## src/rtl/wb_car_pos_master.sv

```systemverilog
// Wishbone initiator that owns the saturating car X/Y position and writes it to the VGA position register.
// Optional macro WB_CAR_READBACK_EN adds a verifying read after every acknowledged write.
module wb_car_pos_master #(
    parameter logic [31:0] BASE_ADDR   = 32'h0000_0000,
    parameter logic [9:0]  X_INIT      = 10'd293,
    parameter logic [9:0]  Y_INIT      = 10'd429,
    parameter logic [9:0]  X_MIN       = 10'd200,
    parameter logic [9:0]  X_MAX       = 10'd400,
    parameter logic [9:0]  Y_MIN       = 10'd0,
    parameter logic [9:0]  Y_MAX       = 10'd429,
    parameter logic [9:0]  STEP        = 10'd4,
    parameter int          TIMEOUT_CYC = 16
) (
    input  logic        wb_clk_i,
    input  logic        wb_rst_ni,
    input  logic        btn_left_i,
    input  logic        btn_right_i,
    input  logic        btn_up_i,
    input  logic        btn_down_i,
    output logic        wb_cyc_o,
    output logic        wb_stb_o,
    output logic        wb_we_o,
    output logic [31:0] wb_adr_o,
    output logic [31:0] wb_dat_o,
    output logic [3:0]  wb_sel_o,
    input  logic [31:0] wb_dat_i,
    input  logic        wb_ack_i,
    input  logic        wb_err_i,
    output logic [9:0]  car_x_o,
    output logic [9:0]  car_y_o,
    output logic        busy_o,
    output logic        err_o
);

    localparam int TW = $clog2(TIMEOUT_CYC + 1);
    localparam logic [TW-1:0] TIMER_LAST = TW'(TIMEOUT_CYC - 1);

`ifdef WB_CAR_READBACK_EN
    typedef enum logic [1:0] {S_IDLE, S_WR, S_RD, S_HOLD} state_t;
    logic        rd_after_q;
    logic [11:0] unused_dat;
    assign unused_dat = wb_dat_i[31:20];
`else
    typedef enum logic [1:0] {S_IDLE, S_WR, S_HOLD} state_t;
    logic [31:0] unused_dat;
    assign unused_dat = wb_dat_i;
`endif

    state_t          state_q;
    logic [9:0]      x_q, y_q, x_nxt, y_nxt;
    logic [10:0]     x_dec, x_inc, y_dec, y_inc;
    logic            moved, pending_q, timed_out;
    logic [TW-1:0]   timer_q;

    // 11-bit arithmetic exposes underflow (bit 10 set) and overflow before clamping.
    always_comb begin
        // NOTE: every always_comb output gets a default first so no path leaves it unassigned (no latch).
        x_dec = {1'b0, x_q} - {1'b0, STEP};
        x_inc = {1'b0, x_q} + {1'b0, STEP};
        y_dec = {1'b0, y_q} - {1'b0, STEP};
        y_inc = {1'b0, y_q} + {1'b0, STEP};
        x_nxt = x_q;
        y_nxt = y_q;
        if (btn_left_i && !btn_right_i)
            x_nxt = (x_dec[10] || x_dec[9:0] < X_MIN) ? X_MIN : x_dec[9:0];
        else if (btn_right_i && !btn_left_i)
            x_nxt = (x_inc > {1'b0, X_MAX}) ? X_MAX : x_inc[9:0];
        if (btn_up_i && !btn_down_i)
            y_nxt = (y_dec[10] || y_dec[9:0] < Y_MIN) ? Y_MIN : y_dec[9:0];
        else if (btn_down_i && !btn_up_i)
            y_nxt = (y_inc > {1'b0, Y_MAX}) ? Y_MAX : y_inc[9:0];
    end

    assign moved     = (x_nxt != x_q) || (y_nxt != y_q);
    assign timed_out = (timer_q == TIMER_LAST);

    always_ff @(posedge wb_clk_i or negedge wb_rst_ni) begin
        // NOTE: sequential state uses non-blocking assignments so every register samples pre-edge values.
        if (!wb_rst_ni) begin
            x_q <= X_INIT;
            y_q <= Y_INIT;
        end else begin
            x_q <= x_nxt;
            y_q <= y_nxt;
        end
    end

    always_ff @(posedge wb_clk_i or negedge wb_rst_ni) begin
        if (!wb_rst_ni) begin
            state_q    <= S_IDLE;
            wb_cyc_o   <= 1'b0;
            wb_stb_o   <= 1'b0;
            wb_we_o    <= 1'b0;
            wb_adr_o   <= '0;
            wb_dat_o   <= '0;
            wb_sel_o   <= '0;
            err_o      <= 1'b0;
            pending_q  <= 1'b1;
            timer_q    <= '0;
`ifdef WB_CAR_READBACK_EN
            rd_after_q <= 1'b0;
`endif
        end else begin
            // A move in the launch cycle keeps pending set, so the newer value follows.
            pending_q <= pending_q | moved;
            case (state_q)
                S_IDLE: begin
                    if (pending_q) begin
                        wb_cyc_o  <= 1'b1;
                        wb_stb_o  <= 1'b1;
                        wb_we_o   <= 1'b1;
                        wb_sel_o  <= 4'hF;
                        wb_adr_o  <= BASE_ADDR;
                        wb_dat_o  <= {12'b0, y_q, x_q};
                        pending_q <= moved;
                        timer_q   <= '0;
                        state_q   <= S_WR;
                    end
                end
                S_WR: begin
                    if (wb_err_i || (!wb_ack_i && timed_out)) begin
                        wb_cyc_o  <= 1'b0;
                        wb_stb_o  <= 1'b0;
                        wb_we_o   <= 1'b0;
                        wb_sel_o  <= '0;
                        err_o     <= 1'b1;
                        pending_q <= 1'b1;
                        state_q   <= S_HOLD;
                    end else if (wb_ack_i) begin
                        wb_cyc_o  <= 1'b0;
                        wb_stb_o  <= 1'b0;
                        wb_we_o   <= 1'b0;
                        wb_sel_o  <= '0;
                        state_q   <= S_HOLD;
`ifdef WB_CAR_READBACK_EN
                        rd_after_q <= 1'b1;
`endif
                    end else begin
                        timer_q <= timer_q + 1'b1;
                    end
                end
`ifdef WB_CAR_READBACK_EN
                S_RD: begin
                    if (wb_err_i || (!wb_ack_i && timed_out)) begin
                        wb_cyc_o  <= 1'b0;
                        wb_stb_o  <= 1'b0;
                        wb_sel_o  <= '0;
                        err_o     <= 1'b1;
                        pending_q <= 1'b1;
                        state_q   <= S_HOLD;
                    end else if (wb_ack_i) begin
                        wb_cyc_o <= 1'b0;
                        wb_stb_o <= 1'b0;
                        wb_sel_o <= '0;
                        if (wb_dat_i[19:0] != wb_dat_o[19:0]) err_o <= 1'b1;
                        state_q  <= S_HOLD;
                    end else begin
                        timer_q <= timer_q + 1'b1;
                    end
                end
`endif
                S_HOLD: begin
                    // The slave toggles its ack per request, so one dead cycle separates cycles.
`ifdef WB_CAR_READBACK_EN
                    if (rd_after_q) begin
                        wb_cyc_o   <= 1'b1;
                        wb_stb_o   <= 1'b1;
                        wb_we_o    <= 1'b0;
                        wb_sel_o   <= 4'hF;
                        wb_adr_o   <= BASE_ADDR;
                        timer_q    <= '0;
                        rd_after_q <= 1'b0;
                        state_q    <= S_RD;
                    end else begin
                        state_q <= S_IDLE;
                    end
`else
                    state_q <= S_IDLE;
`endif
                end
                default: state_q <= S_IDLE;
            endcase
        end
    end

    assign car_x_o = x_q;
    assign car_y_o = y_q;
    assign busy_o  = wb_cyc_o;

endmodule

```

## config.mk

```make
export PLATFORM = sky130hd
export DESIGN_NAME = wb_car_pos_master
export DESIGN_NICKNAME = d
export VERILOG_FILES = /design/src/rtl/wb_car_pos_master.sv
export SDC_FILE = /design/constraint.sdc
export NUM_CORES = 1
export LEC_CHECK = 0
export BUFFER_PORTS_ARGS = -buffer_cell sky130_fd_sc_hd__buf_2
export CORE_MARGIN = 2
export CORE_UTILIZATION = 32
export CTS_BUF_LIST = sky130_fd_sc_hd__clkbuf_4
export DETAILED_ROUTE_END_ITERATION = 10
export RECOVER_POWER = 25
export SYNTH_ARGS = -nofsm -noshare
export SYNTH_HDL_FRONTEND = slang
export SYNTH_SLANG_ARGS = --single-unit
```

## constraint.sdc

```tcl
create_clock -name wb_clk_i -period 3.93 [get_ports wb_clk_i]
set_input_delay 0.1965 -clock wb_clk_i [delete_from_list [all_inputs] [get_ports wb_clk_i]]
set_output_delay 0.1965 -clock wb_clk_i [all_outputs]
set_load 0.1 [all_outputs]
```

==> results of run 1 <==
-- layout by cell type (no fill, tap or decap), drive strengths merged, types with 4 or more instances in the layout --
cell type  count
a211oi         5
a21boi         5
a21oi         11
a22oi          4
a311oi         5
and2           4
and3           6
buf           59
clkbuf         6
conb          44
dfrtp         39
dfstp         11
ha             7
inv           17
mux2i          5
nand2         73
nand2b         8
nand3         11
nand4          7
nor2          38
nor2b          7
nor3          12
nor4           5
o21a           7
o21ai         34
o22ai          4
or2            4
or3            5
xnor2          7
-- cell families after synthesis --
logic type	Yosys count	synth area share, %
other	1	0.0949
adder cells (fa/ha/maj)	7	2.22
AO/OA/AOI/OAI	114	20.5
flip-flops	50	32.0
buffers and inverters	100	16.2
AND/OR/NAND/NOR	199	25.6
XOR/XNOR	10	2.22
multiplexers	5	1.27
-- stage by stage --
step,setup WS (ps),utilization (%)
2_1_floorplan,467,-
3_3_place_gp,768,33.6
3_5_place_dp,696,33.6
4_1_cts,657,34.5
5_1_grt,350,34.5
6_report,625,34.5
-- worst max-delay path by stage --
stage | depth (start not counted) | to | start
after CTS | 9 | pending_q | car_y_o[2]
after detailed placement | 9 | pending_q | car_y_o[2]
after global routing | 9 | pending_q | car_y_o[2]
after global placement | 9 | pending_q | car_y_o[2]
final | 9 | pending_q | car_y_o[2]
after floorplan | 9 | pending_q | car_x_o[3]
-- metal layers --
| metal | global-route usage [%] | part of all wire, % | wire length [um] | vias to the layer above |
|---|---|---|---|---|
| met1 | 21.7 | 44 | 4590 | 1662 |
| li1 | - | - | - | 1684 |
| met5 | 0 | 0 | 0 | - |
| met2 | 25.8 | 48 | 5040 | 147 |
| met3 | 3.00 | 7.1 | 749 | 13 |
| met4 | 4.74 | 1.1 | 119 | 0 |
-- flip-flops by register name (all words and copies together), names as in the netlist --
name       cells
wb_dat_o      20
err_o          1
wb_sel_o       1
car_y_o       10
timer_q        5
state_q        2
pending_q      1
car_x_o       10
-- final cells by class --
type / instances / area (um^2) / area share (%)
sequential: 50 / 1260 / 30.6
tap: 147 / 184 / 4.44
multi-input combinational: 379 / 2210 / 53.4
clock buffer: 5 / 37.5 / 0.907
inverter: 17 / 63.8 / 1.54
timing repair buffer: 61 / 317 / 7.65
clock inverter: 3 / 63.8 / 1.54
-- synthesized netlist by cell type, drive strengths merged (4+ instances only) --
master / instances / share of area, %
o21ai: 34 / 4.4
o21a: 7 / 1.3
nor3: 12 / 1.5
inv: 17 / 1.6
mux2i: 5 / 1.3
a21oi: 11 / 1.4
xnor2: 7 / 1.6
o22ai: 4 / 0.63
a211oi: 5 / 0.95
dfrtp: 39 / 25
and3: 6 / 0.98
nand2b: 8 / 1.3
a22oi: 4 / 0.76
or2: 4 / 0.63
buf: 66 / 13
and2: 4 / 0.63
nand4: 7 / 1.1
a311oi: 5 / 1.3
dfstp: 11 / 7.3
nor2b: 7 / 1.1
ha: 7 / 2.2
nand3: 11 / 1.5
nand2: 73 / 7.1
nor2: 38 / 3.6
nor4: 5 / 0.95
clkbuf: 16 / 1.6
a21boi: 5 / 0.95
or3: 5 / 0.95
-- tightest hold or removal path, delay by kind of cell --
family                 cells  cell delay [ps]
and+or+nand+nor            2              150
buffers and inverters      1               80
-- timing repair --
action,4_1_cts,5_1_grt
buffers inserted,0,0
hold buffers,1,0
endpoints found under the hold margin,39,0
setup endpoints to repair,0,0
==> results_dict.tcl, run 1 <==
set metrics [dict create \
    post_cts_resized 0 \
    design_area_mm2 0.00414 \
    ys_seq_area_share_pct 32.0 \
    cts_tree "built" \
    fillerInstances 1264 \
    synth.cell_area_mm2 0.00395 \
    critical_path_class "flip-flop to flip-flop" \
    antenna_found_initial 0 \
    first_pass_iters 5 \
    n_antenna_cell 0 \
    r2r-end "pending_q" \
    die_area_mm2 0.0132 \
    finalSetupViolCount 0 \
    synth_top_flop_cell "dfrtp_1" \
    drt_iter0_markers 183 \
    status "finished, violations left" \
    drive_above_1_share_pct 18.6 \
    critPathLaunchType "flip-flop" \
    nets 561 \
    violations "max-capacitance violations, max-slew violations" \
    worst_path_max_delay_cell "dfstp_2" \
    clk_latency_ps 380 \
    slew_violations 51 \
    clock_sink_count 50 \
    final_cells 662 \
    yosysWarningCount 0 \
    drt-vias-per-instance 5.30 \
    fin_worst_skew_ps 17.6 \
    timing.final.crit_share_pct 84.1 \
    dp.cells 653 \
    hold_path_depth 3 \
    die_y_um 115 \
    syn_inst 486 \
    grt_max_degree 51 \
    path_buf_inv 1 \
    yosysUniqueCellTypes 79 \
    clock_path_buffers 2 \
    holdCritPathClass "input port to flip-flop" \
    synth_area_per_cell_um2 8.13 \
    hold_ws_ps 85.6 \
    relSlewSlack_pct -85.5 \
    grt_setup_unrepaired "no" \
    start_util_pct 32.9 \
    worst-slew-pin-transition_ps 2780 \
    post_drt_wl_per_cell_um 15.8 \
    worst_ep_required_time_ps 4230 \
    htree_num_levels 2 \
    finalWeightedCongestion 0.892 \
    num_vias 3506 \
    r2r_cells 9 \
    hp-start "wb_err_i" \
    rr_startpoint "car_y_o[2]" \
    min_to "state_q[1]" \
    grt_pass1_vias 3300 \
    max_freq_mhz 303 \
    finalCriticalPeriod_ps 3310 \
    clk_pin_slew_ps 160 \
    worstPathCellList "inv_1 -> ha_1 -> o211a_1 -> o41ai_1 -> o31a_1 -> o21ai_1 -> mux2i_1 -> a2111oi_0 -> nand3_1" \
    cp.arrival_ps 3600 \
    reg2reg_slack_ps 620 \
    dp_hpwl_mm 7.52 \
    hold_viol 0 \
    maxCapViolCount 1 \
    io_buffers 56 \
    crit_fanout 14 \
    grtUsageTotal_pct 15.9 \
    path_delay_family "compound AO/OA/AOI/OAI gates" \
    synth_seq_cells 50 \
    core_mm2 0.0120 \
    grt_pass1_wl_mm 16.9 \
    max_stage_delay_ps 720 \
    synth-edff-count 0 \
    antenna_left 0 \
    grt_overflow 0 \
    setup_tns_ps 0 \
    cts_root_buf "clkbuf_4" \
    cts_made_buffers 5 \
    drc 0 \
    crit_path_end_kind "flip-flop" \
    syn_to_final_growth_pct 4.78 \
    row_count 40 \
    placed_cell_area_mm2 0.00403 \
    wl_mm 10.5 \
    synthArstFlopShare_pct 100 \
    io-pin-count 133 \
    fp.dieW_um 115 \
]
Power of run 1 is not shown: default switching activity piles up to over one toggle a cycle in this logic, so the estimate is an artifact.
==> run 2: changes to the inputs <==
==> constraint.sdc (replaced) <==
create_clock -name wb_clk_i -period 3.04 [get_ports wb_clk_i]
set_input_delay 0.152 -clock wb_clk_i [delete_from_list [all_inputs] [get_ports wb_clk_i]]
set_output_delay 0.152 -clock wb_clk_i [all_outputs]
set_load 0.1 [all_outputs]
==> results_dict.tcl, run 2 (synthesis gave the netlist of run 1 again) <==
set metrics [dict create \
    status "completed" \
    fp.dieW_um 115 \
    grt_max_degree 42 \
    multi_input_area_mm2 0.00224 \
    crit_path_end_kind "flip-flop" \
    cts_tree "built" \
    finalWorstSetupSlack_ps 78.0 \
    max_freq_mhz 338 \
    final-seq-area_mm2 0.00128 \
    post-place-ws_ps 47.7 \
    final_common_cell "nand2_1" \
    core_mm2 0.0120 \
    timing.final.crit_share_pct 97.4 \
    finalWeightedCongestion 0.925 \
    drt_iter0_markers 231 \
    dp_hpwl_mm 7.96 \
    final_cells 682 \
    worst-slew-pin-transition_ps 1030 \
    num_vias 3602 \
    n_antenna_cell 0 \
    regMostFlops "wb_dat_o" \
    crit_fanout 6 \
    cp.arrival_ps 3290 \
    wl_mm 10.8 \
    largest_reg_flops 20 \
    hold_viol 0 \
    start_util_pct 32.9 \
    slew_violations 0 \
    drive_above_1_share_pct 23.6 \
    clk_pin_slew_ps 170 \
    critPathLaunchType "flip-flop" \
    syn_to_final_growth_pct 9.60 \
    worstPathCellList "ha_4 -> nand2_2 -> or3_4 -> a222oi_1 -> buf_4 -> buf_4 -> a41oi_1 -> nor2_1 -> mux2i_1 -> and4_1 -> nand3_1" \
    die_y_um 115 \
    cts_root_buf "clkbuf_4" \
    critPathMostFrequentCell "buf_4" \
    relSlewSlack_pct 31.1 \
    final_cell_mix "71 x nand2_1, 56 x buf_2, 44 x conb_1" \
    worst_path_max_delay_cell "dfstp_4" \
    grt_pass1_wl_mm 17.5 \
    antenna_found_initial 0 \
    io-pin-count 133 \
    antenna_left 0 \
    grtUsageTotal_pct 16.5 \
    drc 0 \
    clock_sink_count 50 \
    clk_latency_ps 390 \
    holdCritPathClass "input port to flip-flop" \
    die_area_mm2 0.0132 \
    maxCapViolCount 0 \
    grt_pass1_vias 3460 \
    max_stage_delay_ps 690 \
    finalCriticalPeriod_ps 2960 \
    clock_path_buffers 2 \
    cts_made_buffers 5 \
    first_pass_iters 5 \
    post_drt_wl_per_cell_um 15.8 \
    htree_num_levels 2 \
    setup_tns_ps 0 \
    fillerInstances 1275 \
    finalSetupViolCount 0 \
    grt_overflow 0 \
    drt-vias-per-instance 5.28 \
    dp.cells 672 \
    grt_setup_unrepaired "no" \
    row_count 40 \
    worst_ep_required_time_ps 3370 \
    fin_worst_skew_ps 11.4 \
    nets 581 \
    critical_path_class "flip-flop to flip-flop" \
    io_buffers 56 \
]
## run 2: changes by cell type in the layout (fill, tap and decap cells not counted), moves of 2 or more
| cell | change |
|---|---|
| buf_4 | +21 |
| dfrtp_1 | -4 |
| dfrtp_2 | +4 |
| dfstp_2 | -3 |
| dfstp_4 | +3 |
| o41ai_1 | -2 |
| o41ai_2 | +2 |
## run 2: metal layers
metal  track usage, %  routed length [um]  vias to the layer above
met1             23.1                4930                     1718
li1                 -                   -                     1725
met2             26.2                4990                      141
met3             2.58                 651                       18
met5                0                   0                        -
met4             5.14                 213                        0
## run 2: cell type report
| cell class | count | share of cell area (%) |
|---|---|---|
| Multi-Input combinational cell | 379 | 51.8 |
| Clock buffer | 5 | 0.867 |
| Timing Repair Buffer | 81 | 10.9 |
| Clock inverter | 3 | 1.13 |
| Tap cell | 147 | 4.25 |
| Sequential cell | 50 | 29.6 |
| Inverter | 17 | 1.47 |
## run 2: critical path, delay by kind of cell (launching register included)
kind / cells / cell delay, ps
flip-flops: 1 / 690
multiplexers: 1 / 310
AND/OR/NAND/NOR: 5 / 1050
buffers and inverters: 2 / 270
AO/OA/AOI/OAI: 2 / 380
adder cells (fa/ha/maj): 1 / 180
## run 2: stage by stage
stage               hold slack (ps)  instance area [um^2]  util [%]
floorplan                      -144                  4140         -
global placement                354                  4200      35.0
detailed placement              367                  4200      35.0
CTS                            35.2                  4310      35.8
global route                   57.4                  4330      36.0
finish                         48.3                  4330      36.0
## run 2: worst paths after layout
path / start / end / slack (ps) / depth (start not counted)
setup / recovery: car_x_o[2] / pending_q / 80 / 11
hold / removal: btn_right_i / car_x_o[5] / 50 / 2
setup reg to reg: car_x_o[2] / pending_q / 80 / 11
hold reg to reg: wb_dat_o[18] / wb_dat_o[18] / 490 / 2
max in group asynchronous: wb_rst_ni / car_y_o[0] / 1810 / 3
min in group asynchronous: wb_rst_ni / wb_dat_o[2] / 440 / 2
## run 2: what timing repair did
action                                  CTS  global route
pin swaps                                 0             1
gates resized for setup                   1             3
hold buffers                              1             0
setup buffers                             0             1
endpoints found under the setup margin    1             1
hold endpoints to repair                 33             0
Power of run 2 is left out for the same reason.
